$ cat config.mk
export PLATFORM = sky130hd
export DESIGN_NAME = pipe_skid_stage_t_flat
export DESIGN_NICKNAME = d
export VERILOG_FILES = /design/src/rtl/pipe_skid_stage_t_if.sv /design/src/rtl/pipe_skid_stage_t.sv /design/src/flat_wrapper.sv
export SDC_FILE = /design/constraint.sdc
export NUM_CORES = 1
export LEC_CHECK = 0
export CORE_ASPECT_RATIO = 1.1
export CORE_MARGIN = 2
export CORE_UTILIZATION = 47
export DETAILED_ROUTE_END_ITERATION = 16
export GPL_ROUTABILITY_DRIVEN = 0
export PLACE_DENSITY = 0.77
export SYNTH_ARGS = -nofsm -noshare
export SYNTH_HDL_FRONTEND = slang
export SYNTH_SLANG_ARGS = --single-unit
$ cat constraint.sdc
create_clock -name CLK -period 2.36 [get_ports CLK]
set_clock_uncertainty 0.1 [all_clocks]
set_input_delay 0.708 -clock CLK [delete_from_list [all_inputs] [get_ports CLK]]
set_output_delay 0.708 -clock CLK [all_outputs]
set_load 0.01 [all_outputs]
$ cat src/rtl/pipe_skid_stage_t_if.sv
// Valid/ready handshake bundle for both sides of pipe_skid_stage_t.
// The slave modport is the stage itself; the master modport is the surrounding pipeline.
interface pipe_skid_stage_t_if #(
    parameter int unsigned BIT_WIDTH = 8
) ();
    logic                 IN_VALID;
    logic                 IN_READY;
    logic [BIT_WIDTH-1:0] IN_DATA;
    logic                 OUT_VALID;
    logic                 OUT_READY;
    logic [BIT_WIDTH-1:0] OUT_DATA;

    modport slave (
        input  IN_VALID,
        input  IN_DATA,
        input  OUT_READY,
        output IN_READY,
        output OUT_VALID,
        output OUT_DATA
    );

    modport master (
        output IN_VALID,
        output IN_DATA,
        output OUT_READY,
        input  IN_READY,
        input  OUT_VALID,
        input  OUT_DATA
    );
endinterface

$ cat src/rtl/pipe_skid_stage_t.sv
// Two-entry valid/ready skid stage: registered IN_READY/OUT_VALID, full throughput,
// synchronous flush. Head register drives OUT_DATA; skid register catches the stalled beat.
module pipe_skid_stage_t #(
    parameter int unsigned          BIT_WIDTH     = 8,
    parameter logic [BIT_WIDTH-1:0] DEFAULT_VALUE = {BIT_WIDTH{1'b0}}
) (
    input  logic                     CLK,
    input  logic                     RST,
    input  logic                     FLUSH,
    pipe_skid_stage_t_if.slave       bus,
    output logic [1:0]               OCCUPANCY
);
    localparam int unsigned OCC_W = 2;

    typedef enum logic [1:0] {
        EMPTY = 2'd0,
        FULL  = 2'd1,
        SKID  = 2'd2
    } state_e;

    state_e               state_q;
    logic                 in_ready_q;
    logic                 out_valid_q;
    logic [OCC_W-1:0]     occ_q;
    logic [BIT_WIDTH-1:0] head_q;
    logic [BIT_WIDTH-1:0] skid_q;

    logic accept_c;
    logic drain_c;
    logic head_we_c;
    logic skid_we_c;
    logic head_from_skid_c;

    assign accept_c = bus.IN_VALID & in_ready_q;
    assign drain_c  = out_valid_q & bus.OUT_READY;

    // Per-register write enables; flush suppresses all payload writes.
    always_comb begin
        head_we_c        = 1'b0;
        skid_we_c        = 1'b0;
        head_from_skid_c = 1'b0;
        if (!FLUSH) begin
            case (state_q)
                EMPTY: head_we_c = accept_c;
                FULL: begin
                    head_we_c = accept_c & drain_c;
                    skid_we_c = accept_c & ~drain_c;
                end
                SKID: begin
                    head_we_c        = drain_c;
                    head_from_skid_c = 1'b1;
                end
                default: ;
            endcase
        end
    end

    always_ff @(posedge CLK or negedge RST) begin
        if (!RST) begin
            head_q <= DEFAULT_VALUE;
            skid_q <= DEFAULT_VALUE;
        end else begin
            if (head_we_c) head_q <= head_from_skid_c ? skid_q : bus.IN_DATA;
            if (skid_we_c) skid_q <= bus.IN_DATA;
        end
    end

    // State machine; handshake outputs are registered alongside the state.
    always_ff @(posedge CLK or negedge RST) begin
        if (!RST) begin
            state_q     <= EMPTY;
            in_ready_q  <= 1'b1;
            out_valid_q <= 1'b0;
            occ_q       <= OCC_W'(0);
        end else if (FLUSH) begin
            state_q     <= EMPTY;
            in_ready_q  <= 1'b1;
            out_valid_q <= 1'b0;
            occ_q       <= OCC_W'(0);
        end else begin
            case (state_q)
                EMPTY: begin
                    if (accept_c) begin
                        state_q     <= FULL;
                        out_valid_q <= 1'b1;
                        occ_q       <= OCC_W'(1);
                    end
                end
                FULL: begin
                    if (accept_c && !drain_c) begin
                        state_q    <= SKID;
                        in_ready_q <= 1'b0;
                        occ_q      <= OCC_W'(2);
                    end else if (!accept_c && drain_c) begin
                        state_q     <= EMPTY;
                        out_valid_q <= 1'b0;
                        occ_q       <= OCC_W'(0);
                    end
                end
                SKID: begin
                    if (drain_c) begin
                        state_q    <= FULL;
                        in_ready_q <= 1'b1;
                        occ_q      <= OCC_W'(1);
                    end
                end
                default: begin
                    state_q     <= EMPTY;
                    in_ready_q  <= 1'b1;
                    out_valid_q <= 1'b0;
                    occ_q       <= OCC_W'(0);
                end
            endcase
        end
    end

    assign bus.IN_READY  = in_ready_q;
    assign bus.OUT_VALID = out_valid_q;
    assign bus.OUT_DATA  = head_q;
    assign OCCUPANCY     = occ_q;
endmodule

$ cat src/flat_wrapper.sv
// flat-port wrapper written by rule: the top's interface ports become plain ports
module pipe_skid_stage_t_flat 
#(
    parameter int unsigned          BIT_WIDTH     = 8,
    parameter logic [BIT_WIDTH-1:0] DEFAULT_VALUE = {BIT_WIDTH{1'b0}}
)
  (CLK, RST, FLUSH, OCCUPANCY, bus_IN_VALID, bus_IN_DATA, bus_OUT_READY, bus_IN_READY, bus_OUT_VALID, bus_OUT_DATA);
  pipe_skid_stage_t_if #(.BIT_WIDTH(BIT_WIDTH)) bus_i ();
  input  logic CLK;
  input  logic RST;
  input  logic FLUSH;
  output logic [1:0] OCCUPANCY;
  input wire logic [$bits(bus_i.IN_VALID)-1:0] bus_IN_VALID;
  input wire logic [$bits(bus_i.IN_DATA)-1:0] bus_IN_DATA;
  input wire logic [$bits(bus_i.OUT_READY)-1:0] bus_OUT_READY;
  output wire logic [$bits(bus_i.IN_READY)-1:0] bus_IN_READY;
  output wire logic [$bits(bus_i.OUT_VALID)-1:0] bus_OUT_VALID;
  output wire logic [$bits(bus_i.OUT_DATA)-1:0] bus_OUT_DATA;
  assign bus_i.IN_VALID = bus_IN_VALID;
  assign bus_i.IN_DATA = bus_IN_DATA;
  assign bus_i.OUT_READY = bus_OUT_READY;
  assign bus_IN_READY = bus_i.IN_READY;
  assign bus_OUT_VALID = bus_i.OUT_VALID;
  assign bus_OUT_DATA = bus_i.OUT_DATA;
  pipe_skid_stage_t #(.BIT_WIDTH(BIT_WIDTH), .DEFAULT_VALUE(DEFAULT_VALUE)) u_core (.CLK(CLK), .RST(RST), .FLUSH(FLUSH), .bus(bus_i), .OCCUPANCY(OCCUPANCY));
endmodule
# After elaboration in Yosys (flattened, before gate mapping)
# Cells that the tools add are included.
# classes
eq_ne	10
mux	22
n_bitwise	5
reduce_logical	8
# op_table
op	count
1-bit 2-to-1 mux	12
3-bit by 2-bit != test with 1-bit output (second input constant)	4
2-bit 2-to-1 mux	5
1-bit case mux with 3 select lines	3
8-bit 2-to-1 mux	1
2-bit case mux with 3 select lines	1
3-bit AND reduction	2
1-bit AND	4
2-bit != test (second input constant)	2
4-bit by 2-bit != test with 1-bit output (second input constant)	1
4-bit AND reduction	1
3-bit != test (second input constant)	1
2-bit by 1-bit equality test with 1-bit output (second input constant)	1
2-bit equality test (second input constant)	1
1-bit logical AND	2
1-bit zero test	2
2-bit zero test	1
1-bit inverter	1
# word_totals
register_bits	20
in_bits	13
out_inout_bits	12
word_cells	50

# Longest topological paths before layout
# Gate-level depths: netlist of run 1.
# logic_depth
depth_word	7
mapped_depth	6
depth_no_buf	6

# Least setup slack after synthesis of run 1
# Ideal clock, no wire load.
# synth_timing
path_kind	input to register
from	input port bus_OUT_READY
to	register u_core.skid_q[0]
setup_time_ps	125
arrival_ps	1986
t_required_ps	2135
slack_ps	149
cell_stages	6
n_path_buf	0
cell_sequence	and2_1 -> inv_1 -> ha_1 -> nand2_1 -> nor3_2 -> mux2_2
# synth_between
elab_chain_cells	5
# synth_lines
item	line_no	source
start, declared	flat_wrapper.sv:15	input wire logic [$bits(bus_i.OUT_READY)-1:0] bus_OUT_READY;
1-bit AND	pipe_skid_stage_t.sv:35	assign drain_c = out_valid_q & bus.OUT_READY;
1-bit inverter	pipe_skid_stage_t.sv:47	skid_we_c = accept_c & ~drain_c;
1-bit AND	pipe_skid_stage_t.sv:47	
1-bit 2-to-1 mux	pipe_skid_stage_t.sv:43	case (state_q)
1-bit 2-to-1 mux	pipe_skid_stage_t.sv:42	if (!FLUSH) begin
end signal, assigned	pipe_skid_stage_t.sv:64	if (skid_we_c) skid_q <= bus.IN_DATA;
end, declared	pipe_skid_stage_t.sv:26	logic [BIT_WIDTH-1:0] skid_q;
# No other way between the ends.
# A chain may end at the register's enable or synchronous reset.

# Worst setup path in the final report of run 1
# layout_timing
from	input port bus_OUT_READY
to	register u_core.skid_q[1]
# Same word-level chain as after synthesis.

==> metrics.md, run 1 <==
| Metric | Value |
|---|---|
| DIE HEIGHT | `52.10 um` |
| Postcts setup bufs | `0` |
| Slew Limit Fails | `0` |
| Most frequent cell after synthesis | `mux2_2` |
| Max-cap violations | `0` |
| Worst path required time | `2460 ps` |
| CTS tree | `built` |
| Mean Syn Cell Area | `roughly 13 um2` |
| Worst-Skew Late Latency | `approximately 300 ps` |
| Clock Sinks | `20` |
| Synth cell types | `23` |
| Top cell type's share of synthesized area | `0.4810` |
| Multi-input gate area | `454.2 um2` |
| Routed vias/inst | `just over 5` |
| Post-synth top cells | `mux2_2, dfrtp_1, inv_1, a21oi_1` |
| Input/output buffers | `24` |
| Initial antenna violation count | `0` |
| Fin crit period | `2258 ps` |
| CP delay by family, top | `buffers and inverters` |
| Synthesized area | `just under 0.001 mm2` |
| Startpoint types | `primary input` |
| #FFs+latches synth | `20` |
| Placement Rows | `17` |
| Post-Route WL | `approximately 1.9 mm` |
| Core ar. | `roughly 0.002 mm2` |
| Via count | `a little over 700` |
| Reg2reg path depth | `7` |
| Nets | `around 130` |
| RSZ-0062 raised after global routing | `false` |
| Worst relative slew slack | `0.7565` |
| Initial DRC count | `11` |
| CP Class | `primary input to register` |
| Critical path endpoint category | `register` |
| Diode count | `0` |
| Slowest stage delay, CP | `410 ps` |
| WL per Instance | `13.64 um` |
| Dominant cell type by area after synthesis | `dfrtp_1` |
| Clk root buf | `clkbuf_4` |
| Fill count | `around 170` |
| CTS max path bufs | `2` |
| Hold path cells | `1` |
| Worst Path Buf+Inv | `3` |
| Worst VDD drop | `645.3 uV` |
| Seq/Total Area, Yosys | `0.5076` |
| Synth area leaders | `dfrtp_1, mux2_2, a221oi_4` |
| Antenna-violating nets left | `0` |
| R2r setup slk | `between 400 and 500 ps` |
| CTS Buf Count | `3` |
| Cell leakage power | `approximately 0.0006 uW` |
| Final worst slack | `slightly above 100 ps` |
| WL met1 | `794 um` |
| Remaining global-route overflow | `0` |
| CP Max Fanout | `4` |
| Synth Flop Type | `dfrtp_1` |
| Asr flop ratio synth | `1.000` |
| Fin crit share | `0.9568` |
| Post_cts resized | `0` |
| Largest net degree at the start of global routing | `12` |
| Post-synth EDFFs | `0` |
| Syn-to-layout area delta | `38.48%` |
| Power per cell area | `about 850 mW/mm2` |
| Hold Violations, Final | `0` |
| Levels on crit path | `8` |
| Residual DRC | `0` |
| CP max-delay cell | `clkdlybuf4s50_1` |
| Hpwl dp | `between 1 and 1.5 mm` |
| Post-Syn Instances | `74` |
| First-pass GRT wire length | `roughly 3.2 mm` |
| Die width | `roughly 48 um` |
| Metal3 WL | `~62 um` |
| H-tree depth | `1` |
| Fmax | `roughly 0.44 GHz` |
| Outcome | `complete, no violations` |
| Worst Hold Class | `register to register` |
| Sequential cell area | `between 500 and 600 um2` |
| Mapped Nets | `89` |
| Syn. warnings | `0` |
| Drt first pass iters | `3` |
| Critical path, cell by cell | `clkdlybuf4s50_1, and2_1, inv_1, ha_1, nand2_1, nor3_2, buf_4, mux2_2` |
| # IOs | `25` |
| # setup viols final | `0` |
| Vias in the first global route | `between 700 and 800` |
| Place WS | `-220.7 ps` |
| Gr usage total | `0.1871` |
| Met2 WL | `roughly 990 um` |
| Total Power | `between 1000 and 1500 uW` |
| Hold-fix buffers, CTS | `0` |
| Highest metal used | `met4` |
| Share of layout cells above drive strength 1 | `0.4000` |
| CTS clk-pin slew, worst paths | `between 100 and 150 ps` |
| Die area | `between 0.002 and 0.0025 mm2` |
| Crit path DAT | `between 2000 and 2500 ps` |
| Initial Utilization | `0.4944` |
| Worst-Margin Slew | `364.1 ps` |
[flip-flops by register name (all words and copies together), names as in the netlist]
register / flops
u_core.bus.IN_READY: 1
u_core.state_q: 2
u_core.skid_q: 8
u_core.bus.OUT_VALID: 1
u_core.bus.OUT_DATA: 8
[worst paths after layout]
kind	startpoint	to
max reg2reg	u_core.bus.OUT_VALID	u_core.skid_q[1]
max in group asynchronous	RST	u_core.bus.OUT_DATA[1]
max	bus_OUT_READY	u_core.skid_q[1]
min reg2reg	u_core.bus.OUT_DATA[1]	u_core.bus.OUT_DATA[1]
min in group asynchronous	RST	u_core.bus.OUT_VALID
min	u_core.bus.OUT_DATA[1]	u_core.bus.OUT_DATA[1]
[kinds of logic (layout without fill, tap and decap cells)]
logic type,Yosys count,in the layout,synth area share
AO/OA/AOI/OAI,9,9,0.08356
AND/OR/NAND/NOR,11,11,0.07720
buffers and inverters,8,44,0.03291
multiplexers,24,24,0.2734
adder cells (fa/ha/maj),2,2,0.02531
flip-flops,20,20,0.5076
[cells in the final DEF (no fill, tap or decap)]
| master | n |
|---|---|
| mux2_2 | 24 |
| clkdlybuf4s50_1 | 24 |
| dfrtp_1 | 19 |
| buf_4 | 11 |
| inv_1 | 5 |
| a21oi_1 | 3 |
| clkbuf_4 | 3 |
| and2_1 | 2 |
| nand3b_1 | 2 |
| ha_1 | 2 |
| nor3b_2 | 1 |
| or2_1 | 1 |
| nand2b_1 | 1 |
| a221oi_4 | 1 |
| nand2_1 | 1 |
| nor3_2 | 1 |
| nor3_1 | 1 |
| o21bai_1 | 1 |
| a211oi_1 | 1 |
| o21ba_2 | 1 |
| nand3_1 | 1 |
| a21o_1 | 1 |
| a22o_1 | 1 |
| clkbuf_8 | 1 |
| dfstp_2 | 1 |
[where the power goes]
part	switching, uW	internal [uW]
clock	105	94.3
sequential	70.6	478
combinational	147	273
total	323	845
[per-stage QoR]
stage / TNS (ps) / hold WS (ps) / area [um2] / instances / util
CTS: 0 / 420.8 / 1369 / 138 / 0.6846
finish: 0 / 416.2 / 1369 / 138 / 0.6846
global placement: -1760 / 386.6 / 1333 / 134 / 0.6665
global route: 0 / 436.0 / 1369 / 138 / 0.6846
floorplan: 0 / 312.4 / 988.4 / 74 / -
detailed placement: -2358 / 395.0 / 1333 / 134 / 0.6665
[metal layers]
layer,vias up,track usage
li1,335,-
met1,354,0.2167
met2,15,0.3156
met3,5,0.04514
met4,0,0.08108
met5,-,0
[cell type report]
class,instances,area share
clock buffers,4,0.02651
inverters,5,0.01371
multi-input cells,46,0.3318
flip-flops and latches,20,0.3665
well taps,28,0.02559
repair buffers,35,0.2358
No activity file was read; power rests on OpenSTA's default activity.
==> inputs of run 2 (changes only) <==
==> constraint.sdc (replaced) <==
create_clock -name CLK -period 2.36 [get_ports CLK]
set_clock_uncertainty 0.1 [all_clocks]
set_input_delay 0.708 -clock CLK [delete_from_list [all_inputs] [get_ports CLK]]
set_output_delay 0.708 -clock CLK [all_outputs]
set_load 0.005 [all_outputs]
==> results of run 2 <==
The final DEF is identical to that of run 1. Status: complete, no violations.
Main changes from that run: total power 1167 uW -> 1141 uW; worst IR drop on VDD 645.3 uV -> 642.6 uV
==> inputs of run 3 (changes only) <==
--- a/config.mk
+++ b/config.mk
@@ -5,12 +5,12 @@
 export SDC_FILE = /design/constraint.sdc
 export NUM_CORES = 1
 export LEC_CHECK = 0
+export CAP_MARGIN = 20
 export CORE_ASPECT_RATIO = 1.1
-export CORE_MARGIN = 2
-export CORE_UTILIZATION = 47
+export CORE_UTILIZATION = 51
 export DETAILED_ROUTE_END_ITERATION = 16
 export GPL_ROUTABILITY_DRIVEN = 0
-export PLACE_DENSITY = 0.77
+export PLACE_DENSITY = 0.83
 export SYNTH_ARGS = -nofsm -noshare
 export SYNTH_HDL_FRONTEND = slang
 export SYNTH_SLANG_ARGS = --single-unit
==> constraint.sdc (replaced) <==
create_clock -name CLK -period 2.8 [get_ports CLK]
set_clock_uncertainty 0.1 [all_clocks]
set_input_delay 0.84 -clock CLK [delete_from_list [all_inputs] [get_ports CLK]]
set_output_delay 0.84 -clock CLK [all_outputs]
set_load 0.005 [all_outputs]
==> run 3 against run 2 <==
  * The flow now finishes with violations (design-rule violations)
  * Count of clock-buffer cells in the layout fell by 1
  * Register-to-register slack improved by 400 ps
  * Sequential share of layout area is 0.72 points higher
  * Critical path type unchanged
  * Largest power group unchanged
==> metrics.md, run 3 (synthesized netlist as in run 1, its figures left out) <==
| Metric | Value |
|---|---|
| Outcome | `finished with violations` |
| Violations in the final reports | `design-rule violations` |
| CTS clk-pin slew, worst paths | `120 ps` |
| Clk root buf | `clkbuf_4` |
| Worst VDD drop | `between 500 and 600 uV` |
| Worst-Margin Slew | `299.1 ps` |
| CP Max Fanout | `5` |
| Diode count | `0` |
| Remaining global-route overflow | `0` |
| Gr usage total | `0.2041` |
| Hold Startpoint | `u_core.bus.OUT_DATA[7]` |
| Share of layout cells above drive strength 1 | `0.3774` |
| Worst Hold Class | `register to register` |
| Final worst slack | `approximately 360 ps` |
| Via count | `688` |
| Worst path required time | `around 2900 ps` |
| Core ar. | `~0.0018 mm2` |
| Fin util | `0.7451` |
| Slowest stage delay, CP | `420 ps` |
| Residual DRC | `2` |
| Placement Rows | `16` |
| Post_cts resized | `0` |
| Syn-to-layout area delta | `35.82%` |
| Critical path, cell by cell | `clkdlybuf4s50_1, and2_1, inv_1, ha_1, nand2_1, nor3_2, buf_4, mux2_2` |
| CTS Buf Count | `3` |
| Hold Path End | `u_core.bus.OUT_DATA[7]` |
| Commonest non-fill, non-tap cells in the layout | `mux2_2, clkdlybuf4s50_1, dfrtp_1` |
| Reg2reg path depth | `7` |
| Startpoint types | `primary input` |
| Post-Route WL | `1.901 mm` |
| Largest net degree at the start of global routing | `21` |
| Initial DRC count | `8` |
| CP Class | `primary input to register` |
| # setup viols final | `0` |
| CP max-delay cell | `clkdlybuf4s50_1` |
| Hold-fix buffers, CTS | `0` |
| RSZ-0062 raised after global routing | `false` |
| CP delay by family, top | `buffers and inverters` |
| Clock Sinks | `20` |
| Critical path endpoint category | `register` |
| Routed vias/inst | `around 5.5` |
| Die area | `about 0.0021 mm2` |
| Initial Utilization | `0.5486` |
| Power per cell area | `roughly 770 mW/mm2` |
| Vias in the first global route | `around 650` |
| Place WS | `a little under 60 ps` |
| Setup TNS | `0 ps` |
| Worst-Skew Late Latency | `roughly 310 ps` |
| Cell leakage power | `between 0.0005 and 0.0006 uW` |
| WL per Instance | `between 15 and 20 um` |
| Postcts setup bufs | `0` |
| # IOs | `25` |
| Hold path cells | `1` |
| Fmax | `0.4102 GHz` |
| Fin crit period | `between 2000 and 2500 ps` |
| First-pass GRT wire length | `3.022 mm` |
| Input/output buffers | `24` |
| H-tree depth | `1` |
| DIE HEIGHT | `48.18 um` |
| FF-to-FF End | `u_core.skid_q[3]` |
| Crit path DAT | `about 2500 ps` |
| Slew Limit Fails | `0` |
| Antenna-violating nets left | `0` |
| Placed cell count | `between 100 and 150` |
| Worst Path Buf+Inv | `3` |
| Die width | `between 40 and 50 um` |
| Nets | `between 100 and 150` |
| Hold Violations, Final | `0` |
| Initial antenna violation count | `0` |
| Drt first pass iters | `10` |
| R2r setup slk | `between 800 and 900 ps` |
| Total Power | `slightly above 1000 uW` |
| Cell Count, Final, Fillers Out | `124` |
| Hpwl dp | `~1.4 mm` |
| Fin crit share | `0.8707` |
| Reg2Reg Launch Point | `u_core.bus.OUT_VALID` |
| CTS max path bufs | `2` |
| CTS tree | `built` |
| Max-cap violations | `0` |
| Worst relative slew slack | `0.8006` |
==> run 3: cell type report <==
type / count / area, um2
Clock buffer: 3 / 22.52
Timing Repair Buffer: 31 / 292.8
Fill cell: 129 / 459.2
Tap cell: 18 / 22.52
Inverter: 5 / 18.77
Clock inverter: 1 / 30.03
Sequential cell: 20 / 501.7
Multi-Input combinational cell: 46 / 454.2
==> run 3: worst max path at each step <==
stage,startpoint,slack (ps),end,cells past startpoint
3_3_place_gp,bus_OUT_READY,120,u_core.skid_q[6],8
2_1_floorplan,bus_OUT_READY,460,u_core.skid_q[0],6
5_1_grt,bus_OUT_READY,290,u_core.skid_q[2],8
6_report,bus_OUT_READY,360,u_core.skid_q[3],8
4_1_cts,bus_OUT_READY,360,u_core.skid_q[3],8
3_5_place_dp,bus_OUT_READY,60,u_core.skid_q[3],8
==> run 3: where the power goes <==
group | internal (uW) | switching (uW) | total (uW) | leakage [uW]
registers | 403 | 64.1 | 467 | 0.000241
logic | 224 | 101 | 325 | 0.000307
clock network | 145 | 93.8 | 239 | 0.0000279
total | 771 | 259 | 1030 | 0.000576
==> run 3: routing by layer <==
metal / track usage / share of wire / vias up
met1: 0.2714 / 0.44 / 338
met2: 0.3164 / 0.50 / 20
li1: - / - / 326
met5: 0 / 0 / -
met3: 0.05926 / 0.045 / 4
met4: 0.09091 / 0.014 / 0
==> run 3: through the flow <==
stage | hold WS (ps) | instance area (um2)
finish | 419.4 | 1343
global route | 437.4 | 1343
CTS | 420.2 | 1343
detailed placement | 393.8 | 1290
global placement | 382.8 | 1290
floorplan | 375.0 | 988.4
